**src/rtl/ctrl_pkg.sv**
```systemverilog
// Shared encodings for the I2S receive path: serial standards, FSM states, word sizing.
// The optional error counter is enabled by defining RX_ERR_CNT_EN (see i2s_rx_deserializer).
package ctrl_pkg;

    localparam int WORD_W = 32;

    typedef enum logic [1:0] {
        STD_I2S    = 2'b00,
        STD_LEFT_J = 2'b01
    } std_e;

    typedef enum logic [1:0] {
        ST_IDLE  = 2'b00,
        ST_SYNC  = 2'b01,
        ST_SHIFT = 2'b10
    } state_e;

    // Index of the last bit of a word, i.e. the bit counter load value.
    function automatic logic [4:0] last_bit_idx(input logic frame_size);
        return frame_size ? 5'd31 : 5'd15;
    endfunction

    // Reserved encodings fall back to I2S timing.
    function automatic logic is_left_j(input logic [1:0] standard);
        return standard == STD_LEFT_J;
    endfunction

endpackage

```
**src/rtl/i2s_rx_deserializer_if.sv**
```systemverilog
// Parallel word output bus of the I2S receiver.
interface i2s_rx_deserializer_if;
    import ctrl_pkg::*;

    // A word moves on the rising clock edge where rx_valid && rx_ready; while rx_valid is
    // high and rx_ready is low, the master holds rx_data/rx_ch stable.
    logic [WORD_W-1:0] rx_data;
    logic              rx_ch;
    logic              rx_valid;
    logic              rx_ready;

    modport master (
        output rx_data,
        output rx_ch,
        output rx_valid,
        input  rx_ready
    );

    modport slave (
        input  rx_data,
        input  rx_ch,
        input  rx_valid,
        output rx_ready
    );

endinterface

```
**src/rtl/rx_word_buf.sv**
```systemverilog
// Two-entry word FIFO; a push into a full buffer is accepted only when a pop frees a slot.
module rx_word_buf
    import ctrl_pkg::*;
(
    input  logic              rclk,
    input  logic              rst_n,
    input  logic              push,
    input  logic [WORD_W-1:0] push_data,
    input  logic              push_ch,
    input  logic              pop,
    output logic              valid,
    output logic              full,
    output logic [WORD_W-1:0] head_data,
    output logic              head_ch,
    output logic              dropped
);

    logic [WORD_W-1:0] data_mem [2];
    logic              ch_mem   [2];
    logic              wr_ptr;
    logic              rd_ptr;
    logic [1:0]        count;
    logic              do_push;
    logic              do_pop;

    assign valid     = (count != 2'd0);
    assign full      = (count == 2'd2);
    assign do_pop    = pop && valid;
    assign do_push   = push && (!full || do_pop);
    assign dropped   = push && !do_push;
    assign head_data = data_mem[rd_ptr];
    assign head_ch   = ch_mem[rd_ptr];

    always_ff @(posedge rclk or negedge rst_n) begin
        if (!rst_n) begin
            data_mem[0] <= '0;
            data_mem[1] <= '0;
            ch_mem[0]   <= 1'b0;
            ch_mem[1]   <= 1'b0;
            wr_ptr      <= 1'b0;
            rd_ptr      <= 1'b0;
            count       <= 2'd0;
        end else begin
            if (do_push) begin
                data_mem[wr_ptr] <= push_data;
                ch_mem[wr_ptr]   <= push_ch;
                wr_ptr           <= ~wr_ptr;
            end
            if (do_pop) begin
                rd_ptr <= ~rd_ptr;
            end
            count <= count + {1'b0, do_push} - {1'b0, do_pop};
        end
    end

endmodule

```
**src/rtl/i2s_rx_deserializer.sv**
```systemverilog
// I2S / left-justified serial receiver delivering right-aligned words through a 2-entry buffer.
// Define RX_ERR_CNT_EN to add the saturating err_cnt output (ovf + sync_err events).
module i2s_rx_deserializer
    import ctrl_pkg::*;
(
    input  logic                   rclk,
    input  logic                   rst_n,
    input  logic                   en,
    input  logic                   stereo,
    input  logic                   frame_size,
    input  logic [1:0]             standard,
    input  logic                   sd,
    input  logic                   ws,
    i2s_rx_deserializer_if.master  rx,
    output logic                   ovf,
    output logic                   sync_err,
    output state_e                 state_dbg
`ifdef RX_ERR_CNT_EN
    ,
    output logic [7:0]             err_cnt
`endif
);

    state_e            state;
    state_e            state_nxt;
    logic              start_word;
    logic              ws_q;
    logic              ws_edge;
    logic              busy;
    logic              cap_ch;
    logic [4:0]        bit_cnt;
    logic [WORD_W-1:0] shreg;
    logic [WORD_W-1:0] word_data;
    logic              capturing;
    logic              word_done;
    logic              trunc;
    logic              push;
    logic              dropped;
    logic              buf_full;

    assign ws_edge   = (ws != ws_q);
    assign state_dbg = state;

    always_ff @(posedge rclk or negedge rst_n) begin
        if (!rst_n) begin
            state <= ST_IDLE;
        end else begin
            state <= state_nxt;
        end
    end

    // Every ws edge seen while enabled and out of IDLE opens a new word for the new channel.
    always_comb begin
        state_nxt  = state;
        start_word = 1'b0;
        case (state)
            ST_IDLE: begin
                if (en) state_nxt = ST_SYNC;
            end
            ST_SYNC: begin
                if (!en) begin
                    state_nxt = ST_IDLE;
                end else if (ws_edge) begin
                    state_nxt  = ST_SHIFT;
                    start_word = 1'b1;
                end
            end
            ST_SHIFT: begin
                if (!en) begin
                    state_nxt = ST_IDLE;
                end else if (ws_edge) begin
                    start_word = 1'b1;
                end
            end
            default: state_nxt = ST_IDLE;
        endcase
    end

    assign capturing = (state == ST_SHIFT) && en && busy && !ws_edge;
    assign word_done = capturing && (bit_cnt == 5'd0);
    assign trunc     = (state == ST_SHIFT) && en && ws_edge && busy;
    assign word_data = {shreg[WORD_W-2:0], sd};
    assign push      = word_done && (stereo || !cap_ch);

    // Size and standard are sampled only when a word opens, so mid-word changes are ignored.
    always_ff @(posedge rclk or negedge rst_n) begin
        if (!rst_n) begin
            ws_q    <= 1'b0;
            busy    <= 1'b0;
            cap_ch  <= 1'b0;
            bit_cnt <= 5'd0;
            shreg   <= '0;
        end else begin
            ws_q <= ws;
            if (start_word) begin
                cap_ch <= ws;
                busy   <= 1'b1;
                if (is_left_j(standard)) begin
                    shreg   <= {{(WORD_W-1){1'b0}}, sd};
                    bit_cnt <= last_bit_idx(frame_size) - 5'd1;
                end else begin
                    shreg   <= '0;
                    bit_cnt <= last_bit_idx(frame_size);
                end
            end else if (capturing) begin
                shreg <= word_data;
                if (bit_cnt == 5'd0) begin
                    busy <= 1'b0;
                end else begin
                    bit_cnt <= bit_cnt - 5'd1;
                end
            end else if ((state != ST_SHIFT) || !en) begin
                busy <= 1'b0;
            end
        end
    end

    always_ff @(posedge rclk or negedge rst_n) begin
        if (!rst_n) begin
            ovf      <= 1'b0;
            sync_err <= 1'b0;
        end else begin
            ovf      <= dropped;
            sync_err <= trunc;
        end
    end

    rx_word_buf u_buf (
        .rclk      (rclk),
        .rst_n     (rst_n),
        .push      (push),
        .push_data (word_data),
        .push_ch   (cap_ch),
        .pop       (rx.rx_ready),
        .valid     (rx.rx_valid),
        .full      (buf_full),
        .head_data (rx.rx_data),
        .head_ch   (rx.rx_ch),
        .dropped   (dropped)
    );

`ifdef RX_ERR_CNT_EN
    logic [8:0] err_sum;
    assign err_sum = {1'b0, err_cnt} + {8'd0, ovf} + {8'd0, sync_err};

    always_ff @(posedge rclk or negedge rst_n) begin
        if (!rst_n) begin
            err_cnt <= 8'd0;
        end else begin
            err_cnt <= err_sum[8] ? 8'hFF : err_sum[7:0];
        end
    end
`endif

endmodule

```
**src/flat_wrapper.sv**
```systemverilog
// flat-port wrapper written by rule: the top's interface ports become plain ports
module i2s_rx_deserializer_flat import ctrl_pkg::*;
  (rclk, rst_n, en, stereo, frame_size, standard, sd, ws, ovf, sync_err, state_dbg, rx_rx_data, rx_rx_ch, rx_rx_valid, rx_rx_ready);
  i2s_rx_deserializer_if rx_i ();
  input  logic rclk;
  input  logic rst_n;
  input  logic en;
  input  logic stereo;
  input  logic frame_size;
  input  logic [1:0] standard;
  input  logic sd;
  input  logic ws;
  output logic ovf;
  output logic sync_err;
  output state_e state_dbg;
  output wire logic [$bits(rx_i.rx_data)-1:0] rx_rx_data;
  output wire logic [$bits(rx_i.rx_ch)-1:0] rx_rx_ch;
  output wire logic [$bits(rx_i.rx_valid)-1:0] rx_rx_valid;
  input wire logic [$bits(rx_i.rx_ready)-1:0] rx_rx_ready;
  assign rx_rx_data = rx_i.rx_data;
  assign rx_rx_ch = rx_i.rx_ch;
  assign rx_rx_valid = rx_i.rx_valid;
  assign rx_i.rx_ready = rx_rx_ready;
  i2s_rx_deserializer u_core (.rclk(rclk), .rst_n(rst_n), .en(en), .stereo(stereo), .frame_size(frame_size), .standard(standard), .sd(sd), .ws(ws), .rx(rx_i), .ovf(ovf), .sync_err(sync_err), .state_dbg(state_dbg));
endmodule
```
**config.mk**
```make
export PLATFORM = sky130hd
export DESIGN_NAME = i2s_rx_deserializer_flat
export DESIGN_NICKNAME = d
export VERILOG_FILES = /design/src/rtl/ctrl_pkg.sv /design/src/rtl/i2s_rx_deserializer_if.sv /design/src/rtl/rx_word_buf.sv /design/src/rtl/i2s_rx_deserializer.sv /design/src/flat_wrapper.sv
export SDC_FILE = /design/constraint.sdc
export NUM_CORES = 1
export LEC_CHECK = 0
export BUFFER_PORTS_ARGS = -buffer_cell sky130_fd_sc_hd__buf_2
export CAP_MARGIN = 20
export CORE_UTILIZATION = 58
export DETAILED_ROUTE_END_ITERATION = 10
export PLACE_DENSITY = 0.79
export SYNTH_ARGS = -nofsm -noshare
export SYNTH_HDL_FRONTEND = slang
export SYNTH_SLANG_ARGS = --single-unit
```
**constraint.sdc**
```tcl
create_clock -name rclk -period 6 [get_ports rclk]
set_input_delay 1.2 -clock rclk [delete_from_list [all_inputs] [get_ports rclk]]
set_output_delay 1.2 -clock rclk [all_outputs]
set_load 0.01 [all_outputs]
```
==> results.cfg, run 1 <==
[routing]
ant_nets = 0
wl_um = 9700
drcViolationCount = 0
first_pass_iters = 4
drt_iter0_drc = 134
wire_per_inst_um = 17.0
routed_via_density = 5.71
via_count = 3258

[clock_network]
cts-root-buf = clkbuf_8
ctsHoldBuffers = 0
cts_resized = 0
clock_latency_ps = 510
tritoncts = built
htree_levels = 4
clock-sinks = 113
cts_setup_buffers = 0
cts_inserted_buffers = 17
cts.clk_slew.worst_paths_ps = 50
cts_buffer_depth = 2

[sta]
fmaxAchievable_mhz = 305
hold_violations = 0
worst_pin_slew_ps = 1050
fin_crit_sh = 0.547
setup_viol = 0
layout_min_cycle_time_ps = 3280
rsz0062_at_grt = false
finalSetupTns_ps = 0
hold_ws_ps = 502
fin_worst_skew_ps = 8.55
maxSlewViolCount = 0
slew_headroom = 0.296

[floorplanning]
initial_core_util = 0.611
die-area_sq_mm = 0.00921
die_y_um = 96.0
fp-row-count = 33
core-area_sq_mm = 0.00838
ioPinCount = 48
die_w_um = 96.0

[critical_path]
cp-start-kind = input port
critPathTopFamily = simple AND/OR/NAND/NOR gates
crit_buf_inv = 2
end_kind = flip-flop
cp_cell_sequence = buf_2 -> xnor2_1 -> nand4_2 -> or3b_2 -> buf_4 -> mux2_4
rr_worst_depth = 5
critical_path_arrival_ps = 3670
crit_type = in2reg
slowest_delay_ps = 710
worstPathRequired_ps = 6390
cp_num_cells = 6
cp_slowest_cell = xnor2_1
crit_path_max_fanout = 33

[grt]
grt_first_pass_wirelength_um = 16000
grt_usage = 0.234
met2_usage = 0.371
grt_use_met3 = 0.0695
grt_pass1_vias = 3196
grt_busiest_layer = met2
grt_use_met1 = 0.307
grt_max_degree = 60
antenna_found_initial = 0
grt_overflow = 0

[yosys]
synth_seq_area_share = 0.552
synthTopCellsByArea = dfrtp_1, mux2_2, mux2_4
yosysUniqueCellTypes = 35
synth_mux_area_frac = 0.246
ys_ff_latch = 113
synth-compound-area-share = 0.0525
synthXorXnorAreaFrac = 0.0120
synth-warning-count = 0
synth_top_family_by_area = multiplexers
synth_fp_nets = 420
async_flop_share = 1.00
syn_inst = 404
synth_simple_gate_area_frac = 0.0863
synth_top_area_frac = 0.552
syn-mean-instance-area_sq_um = 12.7
synthAdderAreaFrac = 0.0147
synth_top_cell_by_area = dfrtp_1
synthesis.area_sq_mm = 0.00512
synth-main-ff-cell = dfrtp_1
synth_edf_count = 0

[cells_and_area]
drive_gt1_frac = 0.410
antennaDiodeCount = 0
register_area_sq_mm = 0.00283
final_cells = 571
fill_cells = 573
postLayoutCoreUtil = 0.711
multi_input_area_sq_mm = 0.00212
final_nets = 469
synthToLayoutAreaGrowth_pct = 16.3

[job]
cap_viol_max_count = 0

[place]
gp_congestion = 0.874
place_inst = 539
dp_hpwl_um = 5600
port_buffers = 47

[power]
swShare = 0.256
p_clk_frac = 0.470
pwr-share-comb = 0.124
p_switching_uw = 529
power_density_mw_per_mm2 = 347
intPower_uw = 1540
total_power_uw = 2070
ir_worst_vdd_uv = 217
leakagePower_uw = 0.00309
seqPwrFrac = 0.406

[run_status]
status = completed

[min_path]
hold_class = reg2reg
holdPathStages = 1
-- final timing paths --
kind                                                               to  slack, ps                             startpoint
worst max-delay path            u_core.u_buf.data_mem[16]$_DFFE_PN0P_       2720                                     ws
worst min-delay path            u_core.u_buf.data_mem[40]$_DFFE_PN0P_        500  u_core.u_buf.data_mem[40]$_DFFE_PN0P_
worst max register to register  u_core.u_buf.data_mem[16]$_DFFE_PN0P_       3100                  u_core.ws_q$_DFF_PN0_
worst min register to register  u_core.u_buf.data_mem[40]$_DFFE_PN0P_        500  u_core.u_buf.data_mem[40]$_DFFE_PN0P_
max in group asynchronous                u_core.shreg[28]$_DFFE_PN0P_       4070                                  rst_n
min in group asynchronous        u_core.u_buf.data_mem[9]$_DFFE_PN0P_        760                                  rst_n
-- layer usage --
layer | vias to the layer above | wire length, um
met2 | 78 | 4860
met3 | 18 | 353
met4 | 0 | 152
li1 | 1495 | -
met5 | - | 0
met1 | 1667 | 4340
-- sequential cells by signal, indices dropped and copies added (netlist names) --
register and count:
u_core.bit_cnt 5, u_core.state_dbg 2, u_core.u_buf.ch_mem 2, u_core.u_buf.count 2, u_core.busy 1, u_core.shreg 31
u_core.u_buf.wr_ptr 1, u_core.sync_err 1, u_core.ovf 1, u_core.ws_q 1, u_core.u_buf.data_mem 64, u_core.cap_ch 1
u_core.u_buf.rd_ptr 1
-- synth_stat cells (all sizes together), types with 3 or more instances --
| master | n |
|---|---|
| nor2 | 7 |
| ha | 6 |
| nand4 | 4 |
| inv | 6 |
| nand3 | 3 |
| mux2i | 3 |
| buf | 9 |
| dfrtp | 113 |
| nand2 | 71 |
| o21ai | 7 |
| xnor2 | 3 |
| clkbuf | 14 |
| mux2 | 99 |
| a21oi | 35 |
| xor2 | 4 |
-- cell type report --
| class | count | share of cell area |
|---|---|---|
| Clock buffer | 20 | 0.0731 |
| Clock inverter | 12 | 0.0235 |
| Inverter | 6 | 0.00378 |
| Multi-Input combinational cell | 262 | 0.355 |
| Sequential cell | 113 | 0.475 |
| Tap cell | 105 | 0.0221 |
| Timing Repair Buffer | 53 | 0.0475 |
-- cells in the final DEF (no fill, tap or decap), drive strengths merged, types with 3 or more instances in the layout --
master	netlist	final
nand4	4	4
xor2	4	4
ha	6	6
mux2	99	99
clkinv	0	7
inv	6	6
a21oi	35	35
xnor2	3	3
nand2	71	71
dfrtp	113	113
mux2i	3	3
clkbuf	14	20
nor2	7	7
buf	9	53
o21ai	7	7
bufinv	0	3
nand3	3	3
-- stage by stage --
step | setup WS [ps] | instance area, sq um
floorplan | 3170 | 5120
global placement | 2360 | 5380
detailed placement | 2270 | 5380
CTS | 2760 | 5960
global route | 2630 | 5960
finish | 2720 | 5960
-- power by group through the flow --
stage               Combinational, uW  Clock, uW  Sequential (uW)
finish                            257        971              840
global placement                  248          0              849
global route                      285       1020              846
CTS                               260        985              838
floorplan                         190          0              838
detailed placement                258          0              852
-- cells by family after synthesis --
family / Yosys count
flops: 113
mux: 102
simple gates: 97
compound gates: 50
buf+inv: 29
xor+xnor: 7
fa+ha+maj: 6
No activity file was read; power rests on OpenSTA's default activity.
==> run 2, diff against run 1 <==
- clock period: 6 -> 3.1 ns (I/O delays scaled with it)
==> results.cfg, run 2 (synthesis results as in run 1) <==
[grt]
antenna_found_initial = 0
grt_max_degree = 65
grt_usage = 0.236
grt_pass1_vias = 3271
grt_overflow = 0
grt_first_pass_wirelength_um = 16000

[floorplanning]
die_y_um = 96.0
die-area_sq_mm = 0.00921
fp-row-count = 33
initial_core_util = 0.611
die_w_um = 96.0
ioPinCount = 48
core-area_sq_mm = 0.00838

[cells_and_area]
synthToLayoutAreaGrowth_pct = 16.6
drive_gt1_frac = 0.406
reg_top3 = u_core.u_buf.data_mem: 64 flops, u_core.shreg: 31 flops, u_core.bit_cnt: 5 flops
antennaDiodeCount = 0
final_cells = 573
largest-register = u_core.u_buf.data_mem
layout_commonest_cell = dfrtp_1
final_cell_mix = dfrtp_1, nand2_1, mux2_2
fill_cells = 561
fin_area_sq_mm = 0.00597
largest_reg_flops = 64
final_nets = 472

[clock_network]
cts_buffer_depth = 2
cts.clk_slew.worst_paths_ps = 50
tritoncts = built
cts-root-buf = clkbuf_8
clock_latency_ps = 510
cts_setup_buffers = 0
htree_levels = 4
cts_resized = 0
ctsHoldBuffers = 0
cts_inserted_buffers = 17
clock-sinks = 113

[critical_path]
r2r-start = u_core.state_dbg[0]$_DFFE_PN0P_
rrSetupSlack_ps = 430
critical_path_arrival_ps = 3060
worstPathRequired_ps = 3490
end_kind = flip-flop
crit_path_max_fanout = 33
crit_type = reg2reg
r2r_end = u_core.u_buf.data_mem[21]$_DFFE_PN0P_
rr_worst_depth = 7
cp-start-kind = flip-flop

[sta]
fin_crit_sh = 0.862
hold_violations = 0
rsz0062_at_grt = false
hold_ws_ps = 134
maxSlewViolCount = 0
worst_pin_slew_ps = 637
setup_viol = 0
fin_worst_skew_ps = 7.81
fmaxAchievable_mhz = 374
layout_min_cycle_time_ps = 2670
slew_headroom = 0.575
finalSetupTns_ps = 0
fin_ws_ps = 429

[place]
placed_cell_area_sq_mm = 0.00543
post-place-ws_ps = 425
place_inst = 542
dp_hpwl_um = 5870
gp_congestion = 0.841
port_buffers = 47

[routing]
via_count = 3206
routed_via_density = 5.60
wl_um = 9750
drt_iter0_drc = 115
wire_per_inst_um = 17.0
ant_nets = 0
first_pass_iters = 5
drcViolationCount = 0

[power]
leakagePower_uw = 0.00309
ir_worst_vdd_uv = 405
power_density_mw_per_mm2 = 657

[run_status]
status = completed

[min_path]
hold_class = in2async

[job]
cap_viol_max_count = 0
-- run 2: cell count changes in the layout (fill, tap and decap cells not counted), sizes merged --
| cell | change |
|---|---|
| bufinv | -2 |
| buf | +3 |
| clkinv | -4 |
| clkinvlp | -1 |
| clkbuf | +6 |
-- run 2: worst max-delay path by stage --
| stage | startpoint | end | slack (ps) | depth (start not counted) |
|---|---|---|---|---|
| floorplan | en | u_core.u_buf.data_mem[10]$_DFFE_PN0P_ | 850 | 8 |
| global placement | en | u_core.u_buf.data_mem[19]$_DFFE_PN0P_ | 460 | 6 |
| detailed placement | en | u_core.u_buf.data_mem[11]$_DFFE_PN0P_ | 430 | 6 |
| CTS | u_core.u_buf.rd_ptr$_DFFE_PN0P_ | rx_rx_data[24] | 420 | 3 |
| global route | u_core.state_dbg[0]$_DFFE_PN0P_ | u_core.u_buf.data_mem[21]$_DFFE_PN0P_ | 320 | 7 |
| finish | u_core.state_dbg[0]$_DFFE_PN0P_ | u_core.u_buf.data_mem[21]$_DFFE_PN0P_ | 430 | 7 |
-- run 2: area by class of cell --
type	count	area [sq um]	share of cell area
Clock inverter	5	52.6	0.00881
Sequential cell	113	2830	0.474
Clock buffer	26	488	0.0818
Inverter	6	22.5	0.00377
Tap cell	105	131	0.0220
Timing Repair Buffer	56	330	0.0553
Multi-Input combinational cell	262	2120	0.355
-- run 2: metrics by stage --
stage	total power, uW	util
after floorplan	1990	-
after global placement	2150	0.648
after detailed placement	2180	0.648
after CTS	3950	0.712
after global routing	4070	0.712
final	3920	0.712
-- run 2: metal layers --
metal | share of wire | wire length, um | GRT usage
met3 | 0.035 | 339 | 0.0521
met2 | 0.48 | 4680 | 0.377
met5 | 0 | 0 | 0
met1 | 0.48 | 4640 | 0.313
met4 | 0.0089 | 87 | 0.0933
-- run 2: worst max-delay path, cell delays in order, from the launching register on --
cell	delay, ps
dfrtp_1	390
inv_1	100
ha_1	240
and3_1	350
nand4_2	250
or3b_2	490
buf_4	330
mux2_4	370
-- run 2: where the power goes --
part           leakage, uW  switching, uW  internal (uW)  total (uW)
Combinational      0.00129            286            224         510
Clock             0.000265            625           1140        1760
Sequential         0.00154            104           1540        1650
